==> src/rtl/tictactoe_pkg.sv <==
// Shared types and constants for the tic-tac-toe win/tie checking logic.
package tictactoe_pkg;

    typedef enum logic [1:0] {
        EMPTY = 2'b00,
        PX    = 2'b01,
        PO    = 2'b10,
        INV   = 2'b11
    } cell_t;

    typedef enum logic [2:0] {
        IDLE,
        LOAD,
        FLUSH,
        CHECK,
        DONE
    } wcs_state_t;

    localparam int N_CELLS = 9;
    localparam int N_LINES = 8;

    // Cell indices (row*3+col) of the 8 scoring lines: rows, columns, diagonals.
    localparam logic [3:0] LINES [N_LINES][3] = '{
        '{4'd0, 4'd1, 4'd2},
        '{4'd3, 4'd4, 4'd5},
        '{4'd6, 4'd7, 4'd8},
        '{4'd0, 4'd3, 4'd6},
        '{4'd1, 4'd4, 4'd7},
        '{4'd2, 4'd5, 4'd8},
        '{4'd0, 4'd4, 4'd8},
        '{4'd2, 4'd4, 4'd6}
    };

endpackage

==> src/rtl/win_check_sequencer.sv <==
// Reads the 9 board cells through a synchronous read port, then scans the
// 8 lines one per cycle and reports win/tie with a fixed latency.
module win_check_sequencer
    import tictactoe_pkg::*;
#(
    parameter int CELL_W = 2,
    parameter int ADDR_W = 4,
    parameter int RD_LAT = 1
) (
    input  logic              clk,
    input  logic              rst,
    input  logic              start,
    output logic              rd_en,
    output logic [ADDR_W-1:0] rd_addr,
    input  logic [CELL_W-1:0] rd_data,
    output logic              busy,
    output logic              done,
    output logic              win,
    output logic              tie,
    output logic [CELL_W-1:0] winner,
    output logic [2:0]        win_line
);

    localparam logic [CELL_W-1:0] CELL_X = CELL_W'(PX);
    localparam logic [CELL_W-1:0] CELL_O = CELL_W'(PO);

    wcs_state_t state_q, state_d;
    logic [ADDR_W-1:0] rd_idx_q, rd_idx_d;
    logic [1:0]        flush_cnt_q, flush_cnt_d;
    logic [2:0]        line_idx_q, line_idx_d;
    logic [CELL_W-1:0] cells_q [N_CELLS];
    logic [CELL_W-1:0] cells_d [N_CELLS];

    // Shift pipe tracking which address is returning on rd_data this cycle.
    logic [RD_LAT-1:0]             pvld_q, pvld_d;
    logic [RD_LAT-1:0][ADDR_W-1:0] paddr_q, paddr_d;

    logic              win_q, win_d;
    logic              tie_q, tie_d;
    logic [CELL_W-1:0] winner_q, winner_d;
    logic [2:0]        win_line_q, win_line_d;

    logic [CELL_W-1:0] ca, cb, cc;
    logic              line_hit;
    logic              board_full;

    assign rd_en    = (state_q == LOAD);
    assign rd_addr  = rd_idx_q;
    assign busy     = (state_q != IDLE);
    assign done     = (state_q == DONE);
    assign win      = win_q;
    assign tie      = tie_q;
    assign winner   = winner_q;
    assign win_line = win_line_q;

    // Line evaluation for the current line index and board-full detection.
    always_comb begin
        ca         = cells_q[LINES[line_idx_q][0]];
        cb         = cells_q[LINES[line_idx_q][1]];
        cc         = cells_q[LINES[line_idx_q][2]];
        line_hit   = (ca == cb) && (cb == cc) && ((ca == CELL_X) || (ca == CELL_O));
        board_full = 1'b1;
        for (int i = 0; i < N_CELLS; i++) begin
            if ((cells_q[i] != CELL_X) && (cells_q[i] != CELL_O)) begin
                board_full = 1'b0;
            end
        end
    end

    // Next-state, read pipe, cell capture and result computation.
    always_comb begin
        state_d     = state_q;
        rd_idx_d    = rd_idx_q;
        flush_cnt_d = flush_cnt_q;
        line_idx_d  = line_idx_q;
        win_d       = win_q;
        tie_d       = tie_q;
        winner_d    = winner_q;
        win_line_d  = win_line_q;
        cells_d     = cells_q;

        pvld_d[0]  = rd_en;
        paddr_d[0] = rd_addr;
        for (int i = 1; i < RD_LAT; i++) begin
            pvld_d[i]  = pvld_q[i-1];
            paddr_d[i] = paddr_q[i-1];
        end

        // Data for the address issued RD_LAT cycles ago is on rd_data now.
        if (pvld_q[RD_LAT-1]) begin
            cells_d[paddr_q[RD_LAT-1]] = rd_data;
        end

        case (state_q)
            IDLE: begin
                if (start) begin
                    state_d    = LOAD;
                    rd_idx_d   = '0;
                    win_d      = 1'b0;
                    tie_d      = 1'b0;
                    winner_d   = '0;
                    win_line_d = '0;
                end
            end
            LOAD: begin
                if (rd_idx_q == ADDR_W'(N_CELLS - 1)) begin
                    state_d     = FLUSH;
                    rd_idx_d    = '0;
                    flush_cnt_d = '0;
                end else begin
                    rd_idx_d = rd_idx_q + 1'b1;
                end
            end
            FLUSH: begin
                if (flush_cnt_q == 2'(RD_LAT - 1)) begin
                    state_d    = CHECK;
                    line_idx_d = '0;
                end else begin
                    flush_cnt_d = flush_cnt_q + 1'b1;
                end
            end
            CHECK: begin
                // Only the lowest-index matching line is reported.
                if (line_hit && !win_q) begin
                    win_d      = 1'b1;
                    winner_d   = ca;
                    win_line_d = line_idx_q;
                end
                if (line_idx_q == 3'(N_LINES - 1)) begin
                    state_d    = DONE;
                    line_idx_d = '0;
                    tie_d      = !win_d && board_full;
                end else begin
                    line_idx_d = line_idx_q + 1'b1;
                end
            end
            DONE: begin
                state_d = IDLE;
            end
            default: begin
                state_d = IDLE;
            end
        endcase
    end

    // State and datapath registers with asynchronous reset.
    always_ff @(posedge clk or posedge rst) begin
        if (rst) begin
            state_q     <= IDLE;
            rd_idx_q    <= '0;
            flush_cnt_q <= '0;
            line_idx_q  <= '0;
            pvld_q      <= '0;
            paddr_q     <= '0;
            win_q       <= 1'b0;
            tie_q       <= 1'b0;
            winner_q    <= '0;
            win_line_q  <= '0;
            for (int i = 0; i < N_CELLS; i++) begin
                cells_q[i] <= '0;
            end
        end else begin
            state_q     <= state_d;
            rd_idx_q    <= rd_idx_d;
            flush_cnt_q <= flush_cnt_d;
            line_idx_q  <= line_idx_d;
            pvld_q      <= pvld_d;
            paddr_q     <= paddr_d;
            win_q       <= win_d;
            tie_q       <= tie_d;
            winner_q    <= winner_d;
            win_line_q  <= win_line_d;
            for (int i = 0; i < N_CELLS; i++) begin
                cells_q[i] <= cells_d[i];
            end
        end
    end

endmodule
==> config.mk <==
export PLATFORM = sky130hd
export DESIGN_NAME = win_check_sequencer
export DESIGN_NICKNAME = d
export VERILOG_FILES = /design/src/rtl/tictactoe_pkg.sv /design/src/rtl/win_check_sequencer.sv
export SDC_FILE = /design/constraint.sdc
export NUM_CORES = 1
export LEC_CHECK = 0
export CORE_AREA = 2 2 100 102
export CTS_CLUSTER_SIZE = 20
export DETAILED_ROUTE_END_ITERATION = 7
export DIE_AREA = 0 0 102 104
export PLACE_DENSITY_LB_ADDON = 0.1
export SETUP_SLACK_MARGIN = 0.02
export SYNTH_ARGS = -nofsm -noshare
export SYNTH_HDL_FRONTEND = slang
export SYNTH_SLANG_ARGS = --single-unit
==> constraint.sdc <==
create_clock -name clk -period 3.3 [get_ports clk]
set_clock_uncertainty 0.2 [all_clocks]
set_input_delay 0.825 -clock clk [delete_from_list [all_inputs] [get_ports clk]]
set_output_delay 0.825 -clock clk [all_outputs]
set_load 0.01 [all_outputs]
==> results of run 1 <==
[per-stage QoR]
| step | std cells | setup WS [ns] | total power [mW] | hold WS (ns) | area, sq um |
|---|---|---|---|---|---|
| 2_1_floorplan | 255 | 0.127 | 2.16 | 0.271 | 2680 |
| 3_3_place_gp | 407 | 0.266 | 2.76 | 0.261 | 3070 |
| 3_5_place_dp | 407 | 0.262 | 2.73 | 0.260 | 3070 |
| 4_1_cts | 415 | 0.232 | 3.15 | 0.283 | 3180 |
| 5_1_grt | 415 | 0.0382 | 3.39 | 0.317 | 3180 |
| 6_report | 415 | 0.243 | 3.13 | 0.279 | 3180 |
[synthesized netlist by cell type (all sizes together), types with 2 or more instances]
| cell type | instances |
|---|---|
| dfrtp | 42 |
| mux2 | 25 |
| nand2 | 21 |
| nor2 | 18 |
| o21ai | 12 |
| inv | 11 |
| ha | 9 |
| mux2i | 7 |
| nor2b | 7 |
| a32o | 6 |
| clkbuf | 6 |
| mux4 | 6 |
| nand3 | 6 |
| a211oi | 5 |
| nor3b | 5 |
| xor2 | 5 |
| a21oi | 4 |
| buf | 4 |
| nand2b | 4 |
| nor3 | 4 |
| a2bb2oi | 3 |
| a31oi | 3 |
| nand3b | 3 |
| nor4 | 3 |
| o22ai | 3 |
| xnor2 | 3 |
| a311oi | 2 |
| a32oi | 2 |
| and3 | 2 |
| nand4 | 2 |
| nand4b | 2 |
| o31ai | 2 |
| or2 | 2 |
[cells in the final DEF (no fill, tap or decap), types with 5 or more instances in the layout]
master           count
nor2b_1              7
mux2_2              25
nand3_1              6
nor2_1              18
nand2_1             21
clkbuf_8             5
ha_1                 9
a32o_1               5
xor2_1               5
o21ai_0             12
inv_1               11
dfrtp_1             42
mux2i_1              6
buf_4               10
clkdlybuf4s50_1     18
nor3b_1              5
[power by group through the flow]
stage | Clock, mW | Combinational [mW] | Sequential [mW]
floorplan | 0 | 1.29 | 0.873
global placement | 0 | 1.78 | 0.983
detailed placement | 0 | 1.76 | 0.976
CTS | 0.419 | 1.77 | 0.965
global route | 0.441 | 1.95 | 1.00
finish | 0.403 | 1.76 | 0.966
[worst max path at each step]
stage	startpoint	endpoint	slack, ns	cells after the start
2_1_floorplan	line_idx_q[0]$_DFFE_PP0P_	win_line[0]$_DFFE_PP0P_	0.13	10
3_3_place_gp	line_idx_q[0]$_DFFE_PP0P_	win_line[0]$_DFFE_PP0P_	0.27	9
3_5_place_dp	line_idx_q[0]$_DFFE_PP0P_	win_line[1]$_DFFE_PP0P_	0.26	9
4_1_cts	line_idx_q[0]$_DFFE_PP0P_	win_line[2]$_DFFE_PP0P_	0.23	9
5_1_grt	line_idx_q[0]$_DFFE_PP0P_	win_line[2]$_DFFE_PP0P_	0.04	9
6_report	line_idx_q[0]$_DFFE_PP0P_	win_line[1]$_DFFE_PP0P_	0.24	9
[metal layers]
layer	up-vias	global-route usage, %	routed length [um]
met2	50	21.7	3250
li1	1009	-	-
met5	-	0	0
met4	0	4.10	125
met1	1035	19.7	3300
met3	10	2.15	230
[kinds of logic (layout without fill, tap and decap cells)]
| logic type | Yosys count | in the layout | synth area share, % |
|---|---|---|---|
| buffers and inverters | 21 | 48 | 3.36 |
| DFF | 42 | 42 | 39.2 |
| xor gates and xnor gates | 8 | 8 | 2.62 |
| adders and majority gates | 9 | 9 | 4.20 |
| AOI/OAI and AO/OA | 52 | 52 | 14.3 |
| muxes | 38 | 38 | 18.9 |
| and+or+nand+nor | 85 | 85 | 17.3 |
[state kept, by name (all words and copies together), names as in the netlist]
register	cells
line_idx_q	3
paddr_q	4
state_q	3
winner	2
win	1
pvld_q	1
tie	1
flush_cnt_q	2
cells_q	18
win_line	3
rd_addr	4
[final cells by class]
cell class                 count  area share [%]
tap                          133            5.23
timing repair buffer          29            8.65
clock buffer                   5            2.16
multi-input combinational    192            48.3
inverter                      11            1.30
sequential                    42            33.0
clock inverter                 3            1.26
==> impl_metrics.tcl, run 1 <==
set metrics [dict create \
    status "completed" \
    cp.arrival_ns 3.04 \
    fillers 998 \
    route.detailed.drc 0 \
    cts_buffers 5 \
    netSwitchingFraction_pct 42.8 \
    hpwl_mm 5.24 \
    via_per_inst 5.07 \
    synth_area_sq_um 2680 \
    initial_core_util_pct 28.1 \
    synth.yosys.seq_area_share_pct 39.2 \
    seq_area_sq_um 1050 \
    p_seq_share_pct 30.9 \
    ant_nets 0 \
    routedWlPerCell_um 16.6 \
    grt_max_degree 28 \
    synthTopCellsByArea "dfrtp_1 (39%), mux2_2 (11%), ha_1 (4.2%)" \
    synth_edf_count 0 \
    setup_viol 0 \
    rr_worst_depth 9 \
    worst_slew_pin_slew_ns 0.677 \
    regToRegStartpoint "line_idx_q[0]$_DFFE_PP0P_" \
    crit_type "reg -> reg" \
    fin_crit_sh_pct 92.6 \
    gr-usage-all-layers_pct 13.9 \
    synthCells 255 \
    p_per_area_nw_per_um2 983 \
    hold_viol 0 \
    hold-path-endpoint "paddr_q[3]$_DFF_PP0_" \
    cpPeakStageDelay_ns 0.60 \
    leakagePower_nw 1.30 \
    crit_slowest_cell "mux4_1" \
    fmax_ghz 0.327 \
    clock_sinks 42 \
    syn-num-nets 269 \
    cp.required_ns 3.28 \
    cts_setup_buffers 0 \
    drive_gt1_share_pct 20.6 \
    cts_buffer_depth 2 \
    grt_pass1_vias 2130 \
    rsz0062_at_grt "no" \
    fin_crit_ns 3.06 \
    crit_family "multiplexers" \
    die_w_um 102 \
    yosysTopAreaCell "dfrtp_1" \
    area.growth.synth_to_final_pct 18.7 \
    postCtsHoldBufs 0 \
    cts-htree-levels 2 \
    std_cell_rows 36 \
    reg2reg_slack_ns 0.24 \
    max_cap_viol_count 0 \
    path_cells "inv_1 -> ha_1 -> mux2i_4 -> mux4_1 -> mux2i_1 -> a31oi_1 -> nor4_2 -> a211oi_2 -> a32o_1" \
    p_int_mw 1.79 \
    nets 295 \
    multi_input_comb_area_sq_um 1540 \
    place_congestion 0.836 \
    synthDistinctLibCells 56 \
    cts.clk_slew.worst_paths_ns 0.08 \
    cp-start-kind "register" \
    hold_class "reg -> reg" \
    setup_tns_ns 0 \
    routed_wl_mm 6.90 \
    cts-root-buf "clkbuf_8" \
    switching_power_mw 1.34 \
    power_frac_comb_pct 56.2 \
    hold_start "rd_addr[3]$_DFFE_PP0P_" \
    die_y_um 104 \
    io-pin-count 19 \
    ys_ff_latch 42 \
    synth_flop_cell "dfrtp_1" \
    dieArea_sq_um 10600 \
    tritoncts "yes" \
    gr-total-overflow 0 \
    ir_drop_mv 0.425 \
    power.share.clock_pct 12.9 \
    antenna_found_initial 0 \
    path_max_fanout 6 \
    ys_warn_count 0 \
    insertion_delay_ns 0.29 \
    crit_buf_inv 1 \
    diodes 0 \
    vias 2104 \
    cts-resized-gates 0 \
    regToRegEndpoint "win_line[1]$_DFFE_PP0P_" \
    finalMaxSlewViolations 0 \
    fp.coreArea_sq_um 9550 \
    fin_util_pct 33.3 \
    drt_first_pass_iters 4 \
    synth_async_sr_flop_share_pct 100 \
    holdPathStages 0 \
    crit_path_end_kind "register" \
    synth_top_area_share_pct 39.2 \
    synth_area_per_cell_sq_um 10.5 \
    dr.first_iter.drc_count 69 \
    maxSlewHeadroom_pct 54.7 \
    port_buffers 18 \
    grt_pass1_wl_mm 11.5 \
]
Power figures use the tool's default switching activity.
==> run 2: changes to the inputs <==
- ABC_CLOCK_PERIOD_IN_PS: default -> 3300
- SETUP_SLACK_MARGIN: 0.02 -> default
==> results of run 2 <==
The final DEF is identical to that of run 1; final timing and power are the same.
